<file path="src/rtl/bp_be_late_wb_buffer_pkg.sv">
// Shared types for the backend late-writeback path.
//   bp_be_wb_pkt_s      writeback packet (int/FP/PTW write enables, rd address, data)
//   late_wb_els_gp      depth of the late-writeback buffer assumed by the issue-credit check
//   late_wb_classify()  routes an incoming late packet: PTW bypass, enqueue, or drop
package bp_be_late_wb_buffer_pkg;

  typedef enum logic [0:0] {
    e_bp_default_cfg = 1'b0
  } bp_params_e;

  localparam int unsigned dpath_width_gp    = 64;
  localparam int unsigned reg_addr_width_gp = 5;
  localparam int unsigned late_wb_els_gp    = 4;

  typedef struct packed {
    logic                         ird_w_v;
    logic                         frd_w_v;
    logic                         ptw_w_v;
    logic [reg_addr_width_gp-1:0] rd_addr;
    logic [dpath_width_gp-1:0]    rd_data;
  } bp_be_wb_pkt_s;

  typedef enum logic [1:0] {
    e_late_wb_drop = 2'd0,
    e_late_wb_ptw  = 2'd1,
    e_late_wb_enq  = 2'd2
  } late_wb_cls_e;

  // Packet width implied by a processor configuration.
  function automatic int unsigned wb_pkt_width(input bp_params_e cfg);
    case (cfg)
      e_bp_default_cfg: return 3 + reg_addr_width_gp + dpath_width_gp;
      default:          return 3 + reg_addr_width_gp + dpath_width_gp;
    endcase
  endfunction

  // PTW wins over register writes; integer writes to x0 are discarded.
  function automatic late_wb_cls_e late_wb_classify(input logic v, input bp_be_wb_pkt_s pkt);
    if (!v)                                   return e_late_wb_drop;
    if (pkt.ptw_w_v)                          return e_late_wb_ptw;
    if (pkt.ird_w_v && (pkt.rd_addr == '0))   return e_late_wb_drop;
    if (pkt.ird_w_v || pkt.frd_w_v)           return e_late_wb_enq;
    return e_late_wb_drop;
  endfunction

endpackage

</file>
<file path="src/rtl/bp_be_late_wb_buffer_if.sv">
// Bundle of the late-writeback buffer data/handshake signals.
//   late_wb_pkt_i/late_wb_v_i  packet from the memory pipe (no backpressure)
//   iwb_*                      head packet toward the int regfile late port (valid/yumi)
//   fwb_*                      head packet toward the FP regfile late port (valid/yumi)
//   ptw_*                      PTW return bypass
//   credits_full_o/empty_o     issue credit status
// slave: the buffer itself; master: its environment.
interface bp_be_late_wb_buffer_if;
  import bp_be_late_wb_buffer_pkg::*;

  bp_be_wb_pkt_s late_wb_pkt_i;
  logic          late_wb_v_i;
  bp_be_wb_pkt_s iwb_pkt_o;
  logic          iwb_v_o;
  logic          iwb_yumi_i;
  bp_be_wb_pkt_s fwb_pkt_o;
  logic          fwb_v_o;
  logic          fwb_yumi_i;
  bp_be_wb_pkt_s ptw_pkt_o;
  logic          ptw_v_o;
  logic          credits_full_o;
  logic          credits_empty_o;

  modport slave (
    input  late_wb_pkt_i, late_wb_v_i, iwb_yumi_i, fwb_yumi_i,
    output iwb_pkt_o, iwb_v_o, fwb_pkt_o, fwb_v_o, ptw_pkt_o, ptw_v_o,
           credits_full_o, credits_empty_o
  );

  modport master (
    output late_wb_pkt_i, late_wb_v_i, iwb_yumi_i, fwb_yumi_i,
    input  iwb_pkt_o, iwb_v_o, fwb_pkt_o, fwb_v_o, ptw_pkt_o, ptw_v_o,
           credits_full_o, credits_empty_o
  );

endinterface

</file>
<file path="src/rtl/bp_be_late_wb_fifo_ctrl.sv">
// Pointer/occupancy control for the late-writeback queue.
//   clk_i, reset_n_i  clock, async active-low reset
//   enq_req_i         incoming packet classified for enqueue
//   deq_i             head consumed this cycle
//   enq_o             enqueue actually performed (write enable for storage)
//   wptr_o, rptr_o    write/read slot, wrap modulo els_p
//   count_o           occupancy 0..els_p
//   credits_full_o    registered count >= els_p-1
//   credits_empty_o   registered count == 0
module bp_be_late_wb_fifo_ctrl #(
  parameter int unsigned els_p = 4
) (
  input  logic                       clk_i,
  input  logic                       reset_n_i,
  input  logic                       enq_req_i,
  input  logic                       deq_i,
  output logic                       enq_o,
  output logic [$clog2(els_p)-1:0]   wptr_o,
  output logic [$clog2(els_p)-1:0]   rptr_o,
  output logic [$clog2(els_p+1)-1:0] count_o,
  output logic                       credits_full_o,
  output logic                       credits_empty_o
);

  localparam int unsigned ptr_w_lp = $clog2(els_p);
  localparam int unsigned cnt_w_lp = $clog2(els_p+1);

  if ((els_p < 2) || ((els_p & (els_p - 1)) != 0)) begin : g_bad_els
    $error("bp_be_late_wb_fifo_ctrl: els_p must be a power of two >= 2");
  end

  logic [ptr_w_lp-1:0] wptr_q, wptr_d;
  logic [ptr_w_lp-1:0] rptr_q, rptr_d;
  logic [cnt_w_lp-1:0] count_q, count_d;
  logic                credits_full_q, credits_empty_q;
  logic                full;

  assign full  = (count_q == cnt_w_lp'(els_p));
  // A dequeue in the same cycle frees the slot, so a full queue may still accept.
  assign enq_o = enq_req_i && (!full || deq_i);

  always_comb begin
    wptr_d  = wptr_q;
    rptr_d  = rptr_q;
    count_d = count_q;
    if (enq_o) wptr_d = wptr_q + 1'b1;
    if (deq_i) rptr_d = rptr_q + 1'b1;
    if (enq_o && !deq_i)      count_d = count_q + 1'b1;
    else if (!enq_o && deq_i) count_d = count_q - 1'b1;
  end

  always_ff @(posedge clk_i or negedge reset_n_i) begin
    if (!reset_n_i) begin
      wptr_q          <= '0;
      rptr_q          <= '0;
      count_q         <= '0;
      credits_full_q  <= 1'b0;
      credits_empty_q <= 1'b1;
    end else begin
      wptr_q          <= wptr_d;
      rptr_q          <= rptr_d;
      count_q         <= count_d;
      // Credits track the previous cycle's occupancy.
      credits_full_q  <= (count_q >= cnt_w_lp'(els_p - 1));
      credits_empty_q <= (count_q == '0);
    end
  end

  assign wptr_o          = wptr_q;
  assign rptr_o          = rptr_q;
  assign count_o         = count_q;
  assign credits_full_o  = credits_full_q;
  assign credits_empty_o = credits_empty_q;

  a_no_overflow: assert property (@(posedge clk_i) disable iff (!reset_n_i)
    !(enq_req_i && full && !deq_i))
    else $error("late wb buffer overflow: packet dropped");

  a_no_underflow: assert property (@(posedge clk_i) disable iff (!reset_n_i)
    !(deq_i && (count_q == '0)))
    else $error("late wb buffer dequeue while empty");

endmodule

</file>
<file path="src/rtl/bp_be_late_wb_buffer.sv">
// Late writeback buffer between the memory pipe and the regfile late write ports.
//   clk_i      clock
//   reset_n_i  async active-low reset
//   wb_if      slave side of bp_be_late_wb_buffer_if:
//                late_wb_pkt_i/v_i in; iwb/fwb head toward int/FP late ports with yumi;
//                ptw_* combinational PTW bypass; credits_full/empty_o for issue.
// Non-PTW register writes are queued strictly in order; the head is offered to the int
// port if it writes an int register, otherwise to the FP port.
module bp_be_late_wb_buffer
  import bp_be_late_wb_buffer_pkg::*;
#(
  parameter bp_params_e  bp_params_p = e_bp_default_cfg,
  parameter int unsigned els_p       = 4
) (
  input logic                    clk_i,
  input logic                    reset_n_i,
  bp_be_late_wb_buffer_if.slave  wb_if
);

  localparam int unsigned wb_pkt_width_lp = wb_pkt_width(bp_params_p);
  localparam int unsigned ptr_w_lp        = $clog2(els_p);
  localparam int unsigned cnt_w_lp        = $clog2(els_p+1);

  if (wb_pkt_width_lp != $bits(bp_be_wb_pkt_s)) begin : g_bad_width
    $error("bp_be_late_wb_buffer: packet width does not match configuration");
  end

  late_wb_cls_e        cls;
  logic                enq_req, enq, deq;
  logic                nonempty, iwb_v, fwb_v;
  logic [ptr_w_lp-1:0] wptr, rptr;
  logic [cnt_w_lp-1:0] count;
  bp_be_wb_pkt_s       mem_q [els_p];
  bp_be_wb_pkt_s       head;

  assign cls     = late_wb_classify(wb_if.late_wb_v_i, wb_if.late_wb_pkt_i);
  assign enq_req = (cls == e_late_wb_enq);

  bp_be_late_wb_fifo_ctrl #(
    .els_p(els_p)
  ) fifo_ctrl (
    .clk_i          (clk_i),
    .reset_n_i      (reset_n_i),
    .enq_req_i      (enq_req),
    .deq_i          (deq),
    .enq_o          (enq),
    .wptr_o         (wptr),
    .rptr_o         (rptr),
    .count_o        (count),
    .credits_full_o (wb_if.credits_full_o),
    .credits_empty_o(wb_if.credits_empty_o)
  );

  // Storage needs no reset: occupancy alone decides what is valid.
  always_ff @(posedge clk_i) begin
    if (enq) mem_q[wptr] <= wb_if.late_wb_pkt_i;
  end

  assign head     = mem_q[rptr];
  assign nonempty = (count != '0);
  // Enqueued entries always write int or FP, so !ird implies frd.
  assign iwb_v    = nonempty &&  head.ird_w_v;
  assign fwb_v    = nonempty && !head.ird_w_v;
  assign deq      = (iwb_v && wb_if.iwb_yumi_i) || (fwb_v && wb_if.fwb_yumi_i);

  assign wb_if.iwb_pkt_o = head;
  assign wb_if.fwb_pkt_o = head;
  assign wb_if.iwb_v_o   = iwb_v;
  assign wb_if.fwb_v_o   = fwb_v;
  assign wb_if.ptw_pkt_o = wb_if.late_wb_pkt_i;
  assign wb_if.ptw_v_o   = (cls == e_late_wb_ptw);

  a_iwb_yumi_proto: assert property (@(posedge clk_i) disable iff (!reset_n_i)
    !(wb_if.iwb_yumi_i && !iwb_v))
    else $error("iwb_yumi_i without iwb_v_o");

  a_fwb_yumi_proto: assert property (@(posedge clk_i) disable iff (!reset_n_i)
    !(wb_if.fwb_yumi_i && !fwb_v))
    else $error("fwb_yumi_i without fwb_v_o");

endmodule

</file>
<file path="src/flat_wrapper.sv">
// flat-port wrapper written by rule: the top's interface ports become plain ports
module bp_be_late_wb_buffer_flat import bp_be_late_wb_buffer_pkg::*;
#(
  parameter bp_params_e  bp_params_p = e_bp_default_cfg,
  parameter int unsigned els_p       = 4
)
  (clk_i, reset_n_i, wb_if_late_wb_pkt_i, wb_if_late_wb_v_i, wb_if_iwb_yumi_i, wb_if_fwb_yumi_i, wb_if_iwb_pkt_o, wb_if_iwb_v_o, wb_if_fwb_pkt_o, wb_if_fwb_v_o, wb_if_ptw_pkt_o, wb_if_ptw_v_o, wb_if_credits_full_o, wb_if_credits_empty_o);
  bp_be_late_wb_buffer_if wb_if_i ();
  input logic clk_i;
  input logic reset_n_i;
  input wire logic [$bits(wb_if_i.late_wb_pkt_i)-1:0] wb_if_late_wb_pkt_i;
  input wire logic [$bits(wb_if_i.late_wb_v_i)-1:0] wb_if_late_wb_v_i;
  input wire logic [$bits(wb_if_i.iwb_yumi_i)-1:0] wb_if_iwb_yumi_i;
  input wire logic [$bits(wb_if_i.fwb_yumi_i)-1:0] wb_if_fwb_yumi_i;
  output wire logic [$bits(wb_if_i.iwb_pkt_o)-1:0] wb_if_iwb_pkt_o;
  output wire logic [$bits(wb_if_i.iwb_v_o)-1:0] wb_if_iwb_v_o;
  output wire logic [$bits(wb_if_i.fwb_pkt_o)-1:0] wb_if_fwb_pkt_o;
  output wire logic [$bits(wb_if_i.fwb_v_o)-1:0] wb_if_fwb_v_o;
  output wire logic [$bits(wb_if_i.ptw_pkt_o)-1:0] wb_if_ptw_pkt_o;
  output wire logic [$bits(wb_if_i.ptw_v_o)-1:0] wb_if_ptw_v_o;
  output wire logic [$bits(wb_if_i.credits_full_o)-1:0] wb_if_credits_full_o;
  output wire logic [$bits(wb_if_i.credits_empty_o)-1:0] wb_if_credits_empty_o;
  assign wb_if_i.late_wb_pkt_i = wb_if_late_wb_pkt_i;
  assign wb_if_i.late_wb_v_i = wb_if_late_wb_v_i;
  assign wb_if_i.iwb_yumi_i = wb_if_iwb_yumi_i;
  assign wb_if_i.fwb_yumi_i = wb_if_fwb_yumi_i;
  assign wb_if_iwb_pkt_o = wb_if_i.iwb_pkt_o;
  assign wb_if_iwb_v_o = wb_if_i.iwb_v_o;
  assign wb_if_fwb_pkt_o = wb_if_i.fwb_pkt_o;
  assign wb_if_fwb_v_o = wb_if_i.fwb_v_o;
  assign wb_if_ptw_pkt_o = wb_if_i.ptw_pkt_o;
  assign wb_if_ptw_v_o = wb_if_i.ptw_v_o;
  assign wb_if_credits_full_o = wb_if_i.credits_full_o;
  assign wb_if_credits_empty_o = wb_if_i.credits_empty_o;
  bp_be_late_wb_buffer #(.bp_params_p(bp_params_p), .els_p(els_p)) u_core (.clk_i(clk_i), .reset_n_i(reset_n_i), .wb_if(wb_if_i));
endmodule
</file>
<file path="config.mk">
export PLATFORM = sky130hd
export DESIGN_NAME = bp_be_late_wb_buffer_flat
export DESIGN_NICKNAME = d
export VERILOG_FILES = /design/src/rtl/bp_be_late_wb_buffer_pkg.sv /design/src/rtl/bp_be_late_wb_buffer_if.sv /design/src/rtl/bp_be_late_wb_fifo_ctrl.sv /design/src/rtl/bp_be_late_wb_buffer.sv /design/src/flat_wrapper.sv
export SDC_FILE = /design/constraint.sdc
export NUM_CORES = 1
export LEC_CHECK = 0
export CAP_MARGIN = 20
export CORE_UTILIZATION = 49
export DETAILED_ROUTE_END_ITERATION = 16
export PLACE_DENSITY = 0.87
export SLEW_MARGIN = 10
export SYNTH_ARGS = -nofsm -noshare
export SYNTH_HDL_FRONTEND = slang
export SYNTH_SLANG_ARGS = --single-unit
</file>
<file path="constraint.sdc">
create_clock -name clk_i -period 4.65 [get_ports clk_i]
set_clock_uncertainty 0.15 [all_clocks]
set_input_delay 1.1625 -clock clk_i [delete_from_list [all_inputs] [get_ports clk_i]]
set_output_delay 1.1625 -clock clk_i [all_outputs]
set_load 0.005 [all_outputs]
</file>
## Word-level counts from Yosys, hierarchy flattened

Memory sizes are Yosys's and may differ from the RTL's.
Index checks and enable logic that the tools add are counted.

- Add/subtract/negate cells: 4
- Reductions and logical operators: 19
- Mux-type cells: 21
- Order comparisons: 1
- Eq/ne operators: 3

Operators with widths:

| kind | count |
|---|---|
| $mux 2 | 8 |
| $mux 1 | 11 |
| $logic_and 1x1->1 | 8 |
| $mux 3 | 2 |
| $logic_not 5->1 | 1 |
| $add 2x1->2 const B | 2 |
| $logic_not 1->1 | 4 |
| $add 3x1->3 const B | 1 |
| $eq 3x3->1 const B | 1 |
| $ge 3x2->1 const B | 1 |
| $logic_not 3->1 | 1 |
| $logic_or 1x1->1 | 3 |
| $reduce_bool 3->1 | 1 |
| $sub 3x1->3 const B | 1 |
| $eq 2x1->1 const B | 1 |
| $eq 2x2->1 const B | 1 |
| $reduce_bool 2->1 | 1 |

- Word-level logic and storage cells: 54
- Memories kept: 1
- Flip-flop bits (word level): 9
- RAM bits: 288
- Input bits: 77
- Output and inout port bits: 221

Memory list:

| memory | depth | bits a word | rd ports | clocked after Yosys merged registers in | wr ports | line | text |
|---|---|---|---|---|---|---|---|
| u_core.mem_q | 4 | 72 | 1 | 0 | 1 | bp_be_late_wb_buffer.sv:33 | `bp_be_wb_pkt_s mem_q [els_p];` |

## Logic depth before layout (Yosys ltp)

- Depth after elaboration: 18
- Gate-level depth with buffers: 10
- Mapped depth without buffers: 9

## Modules after synthesis

From an unflattened synthesis, not the netlist that was laid out.

- Cells, all modules: 566
- Area total of the unflattened synthesis: 11956.5 um^2

By module, submodules not included:

| module | seq. area each (um^2) | times used | cells each | area each (um^2) |
|---|---|---|---|---|
| bp_be_late_wb_buffer | 8648.3 | 1 | 537 | 11557.3 |
| bp_be_late_wb_fifo_ctrl | 226.5 | 1 | 29 | 399.1 |

## Worst setup path before layout

OpenSTA, ideal clock, no wires.

- Path type: input to register
- Start: input wb_if_late_wb_pkt_i[69]
- End: memory u_core.mem_q[0][0] (netlist bit), enable pin
- Buffers on the path: 0
- Required time: 4.062 ns
- Slack: 0.596 ns
- Arrival: 3.466 ns
- Cell stages on the path: 4
- Setup time: 0.438 ns
- Cells stage by stage: nand2b_1 a311oi_1 o41a_4 and2_1

- Longest elaborated chain between the ends: 11
- Elaborated cells on any way between the ends: 13
- Those cells by class: eq/ne (1); mux (11); reduce/logical (1)

RTL lines:

| item | line | text |
|---|---|---|
| start, declared | flat_wrapper.sv:11 | `input wire logic [$bits(wb_if_i.late_wb_pkt_i)-1:0] wb_if_late_wb_pkt_i;` |
| $mux 2 | bp_be_late_wb_buffer_pkg.sv:40 | `if (pkt.ptw_w_v) return e_late_wb_ptw;` |
| $mux 2 | bp_be_late_wb_buffer_pkg.sv:41 | `if (pkt.ird_w_v && (pkt.rd_addr == '0)) return e_late_wb_drop;` |
| $mux 2 | bp_be_late_wb_buffer_pkg.sv:42 | `if (pkt.ird_w_v \|\| pkt.frd_w_v) return e_late_wb_enq;` |
| $mux 2 | bp_be_late_wb_buffer_pkg.sv:43 | `return e_late_wb_drop;` |
| $mux 2 | bp_be_late_wb_buffer_pkg.sv:42 |  |
| $mux 2 (*) | bp_be_late_wb_buffer_pkg.sv:41 |  |
| $mux 2 (*) | bp_be_late_wb_buffer_pkg.sv:40 |  |
| $eq 2x2->1 (*) | bp_be_late_wb_buffer.sv:37 | `assign enq_req = (cls == e_late_wb_enq);` |
| $logic_and 1x1->1 (*) | bp_be_late_wb_fifo_ctrl.sv:40 | `assign enq_o = enq_req_i && (!full \|\| deq_i);` |
| via u_core.enq | bp_be_late_wb_buffer.sv:29 | `logic enq_req, enq, deq;` |
| $mux 1 (*) | bp_be_late_wb_buffer.sv:56 | `if (enq) mem_q[wptr] <= wb_if.late_wb_pkt_i;` |
| $mux 1 (not written as such) (*) | bp_be_late_wb_buffer.sv:56 |  |
| end, declared | bp_be_late_wb_buffer.sv:33 |  |

Mark *: on every way through the listed nets, which the timed path passes. The rest lies on a longest branch. The select of a mux whose other input is x is not followed.

## Worst setup path after layout

- Start: register u_core.fifo_ctrl.rptr_q[0], in the netlist u_core.fifo_ctrl.rptr_o[0]
- End: output wb_if_iwb_pkt_o[29]

- Longest elaborated chain between the ends: 1

RTL lines:

| item | line | text |
|---|---|---|
| start, declared | bp_be_late_wb_fifo_ctrl.sv:33 | `logic [ptr_w_lp-1:0] rptr_q, rptr_d;` |
| start signal, assigned | bp_be_late_wb_fifo_ctrl.sv:61 | `rptr_q <= rptr_d;` |
| $mem_v2 4x72 | n/a |  |
| end, declared | flat_wrapper.sv:15 | `output wire logic [$bits(wb_if_i.iwb_pkt_o)-1:0] wb_if_iwb_pkt_o;` |

No other way between the ends.

==> reports/qor.txt <==
first-pass GRT wire length = 33,100 um
Vias per Instance = 5.21
Netlist cell types = 24
clk slew on worst S/H paths = 0.06 ns
routability cong. = 0.712
drt pass-1 iters = 5
RSZ-0062 raised after global routing = no
critical path arrival = 2.65 ns
Die Footprint = 25,000 sq um
TNS Setup = 0 ns
largest net degree at the start of global routing = 73
VDD IR-drop max = 0.380 mV
vias in the first global route = 5,840
clock latency on the worst-skew pair = 0.53 ns
synthesized instance count = 568
global-route usage over all layers = 17.8%
IO Pins = 298
worst endpoint required time = 3.34 ns
final net count = 831
H-tree levels = 1
Worst setup SP type = flip-flop
sequential area share after synthesis = 74.2%
CP Max Fanout = 18
Routed Antenna Nets = 0
Yosys reg bits = 297
Setup violations, final = 0
Area Overhead vs Synth = 27.3%
outcome = complete, no violations
Power Density = 570 nW/um^2
CP Capture Type = primary output
final WL = 22,600 um
Max clock buf depth = 3
Sw Ratio = 25.5%
total setup buffers inserted after CTS = 0
switching power = 2.21 mW
antenna violations before repair = 0
top post-synthesis cells by area = edfxtp_1 72%, mux4_2 14%, buf_4 9.0%
Achievable Freq = 0.253 GHz
DR iter-0 viols = 303
WHS = 0.369 ns
Avg Cell Area, Syn = 21.1 sq um
diode count = 0
CP Class = flip-flop to primary output
initial core utilization = 50.5%
Yosys warnings = 0
DR WL/cell = 20.8 um
TritonCTS Buffers = 29
Slew headroom = 62.3%
core region area = 23,700 sq um
clock network power share = 24.7%
dominant cell type by area after synthesis = edfxtp_1
DP HPWL = 14,800 um
Die Ht = 158 um
CTS tree = yes
IO buf count = 297
period utilisation layout = 85.1%
Leak = 4.99 nW
final hold violation count = 0
total number of vias = 5,653
min cycle time layout = 3.96 ns
CTS resizes = 0
Post-Syn Area = 12,000 sq um
R2R Setup Slk = 1.38 ns
max-cap viol count = 0
Mapped Nets = 651
Sequential Power Share = 38.9%
grt ovf = 0
Die Width = 158 um
Hold Path Class = flip-flop to flip-flop
Post-route DRC = 0
row count = 56
Worst Tran Pin Value = 0.566 ns
root buffer cell = clkbuf_16
internal power = 6.47 mW
Gate power share = 36.4%
clock sinks = 297
Final Max Slew Viols = 0
share of layout cells above drive strength 1 = 16.8%
hold_buf cts = 0
Synth top area share = 72.3%
final core utilization = 64.3%
==> worst max-delay path, stage by stage (launching register included) <==
cell,delay [ns]
dfrtp_4,0.62
buf_4,0.40
mux4_2,0.60
clkdlybuf4s50_1,0.48
==> synthesized netlist by cell type (all sizes together) <==
cell and number:
mux4 72, nand3 1, dfrtp 8, ha 5
dfstp 1, nor2 3, xor2 1, nand2 3
nor4 1, and2 6, or3 1, buf 155
o41a 1, clkbuf 5, xnor2 5, nand2b 1
edfxtp 288, inv 6, mux2 3, a311oi 1
fa 1
==> logic make-up after synthesis <==
group                      count (synthesis)  share of synthesized area (%)
AOI/OAI and AO/OA                          2                          0.251
xor gates and xnor gates                   6                          0.439
adders and majority gates                  6                          0.691
buffers and inverters                    166                           9.80
DFF                                      297                           74.2
muxes                                     75                           13.9
and+or+nand+nor                           16                          0.701
==> final cells by class <==
cell class              count  area (sq um)
multi-input cells         105          1920
clock inverters            11           100
repair buffers            309          3140
clock buffers              39           763
fillers                  1623          8460
flip-flops and latches    297          8880
well taps                 319           399
inverters                   6          22.5
==> per-layer routing <==
metal	up-vias	part of all wire, %	track usage (%)
met5	-	0	0
met4	0	2.3	5.17
met3	37	6.5	2.93
met2	262	53	31.8
met1	2897	38	22.4
li1	2457	-	-
==> placed cells by master (no fill, tap or decap), drive strengths merged <==
cell type and count:
a311oi 1, and2 6, buf 12, bufinv 2, clkbuf 39, clkdlybuf4s50 297, clkinv 8, clkinvlp 1
dfrtp 8, dfstp 1, edfxtp 288, fa 1, ha 5, inv 6, mux2 3, mux4 72
nand2 3, nand2b 1, nand3 1, nor2 3, nor4 1, o41a 1, or3 1, xnor2 5
xor2 1
==> sequential cells by signal (all words and copies together) (netlist names) <==
signal / cells
u_core.fifo_ctrl.count_o: 3
u_core.fifo_ctrl.credits_full_o: 1
u_core.fifo_ctrl.credits_empty_o: 1
u_core.mem_q: 288
u_core.fifo_ctrl.rptr_o: 2
u_core.fifo_ctrl.wptr_o: 2
==> power groups by stage <==
stage | sequential, mW | clock [mW] | combinational, mW
after floorplan | 3.32 | 0 | 1.86
after global placement | 3.42 | 0 | 3.15
after detailed placement | 3.44 | 0 | 3.21
after CTS | 3.39 | 2.18 | 3.23
after global routing | 3.41 | 2.29 | 3.39
final | 3.38 | 2.14 | 3.16
==> metrics by stage <==
stage | std cells | cell area [sq um] | total power, mW | setup slack (ns)
after floorplan | 568 | 12000 | 5.18 | 0.596
after global placement | 1036 | 14400 | 6.57 | 0.880
after detailed placement | 1036 | 14400 | 6.65 | 0.854
after CTS | 1086 | 15200 | 8.80 | 0.623
after global routing | 1086 | 15200 | 9.09 | 0.551
final | 1086 | 15200 | 8.68 | 0.691
==> worst paths after layout <==
path	start	end	cells after the start
setup / recovery	u_core.fifo_ctrl.rptr_o[0]	wb_if_iwb_pkt_o[29]	3
hold / removal	u_core.fifo_ctrl.count_o[2]	u_core.fifo_ctrl.credits_full_o	2
setup reg to reg	u_core.fifo_ctrl.rptr_o[1]	u_core.fifo_ctrl.count_o[1]	7
hold reg to reg	u_core.fifo_ctrl.count_o[2]	u_core.fifo_ctrl.credits_full_o	2
max in group asynchronous	reset_n_i	u_core.fifo_ctrl.rptr_o[1]	1
min in group asynchronous	reset_n_i	u_core.fifo_ctrl.count_o[0]	1
Note: power is estimated with default switching activity, not from simulation.
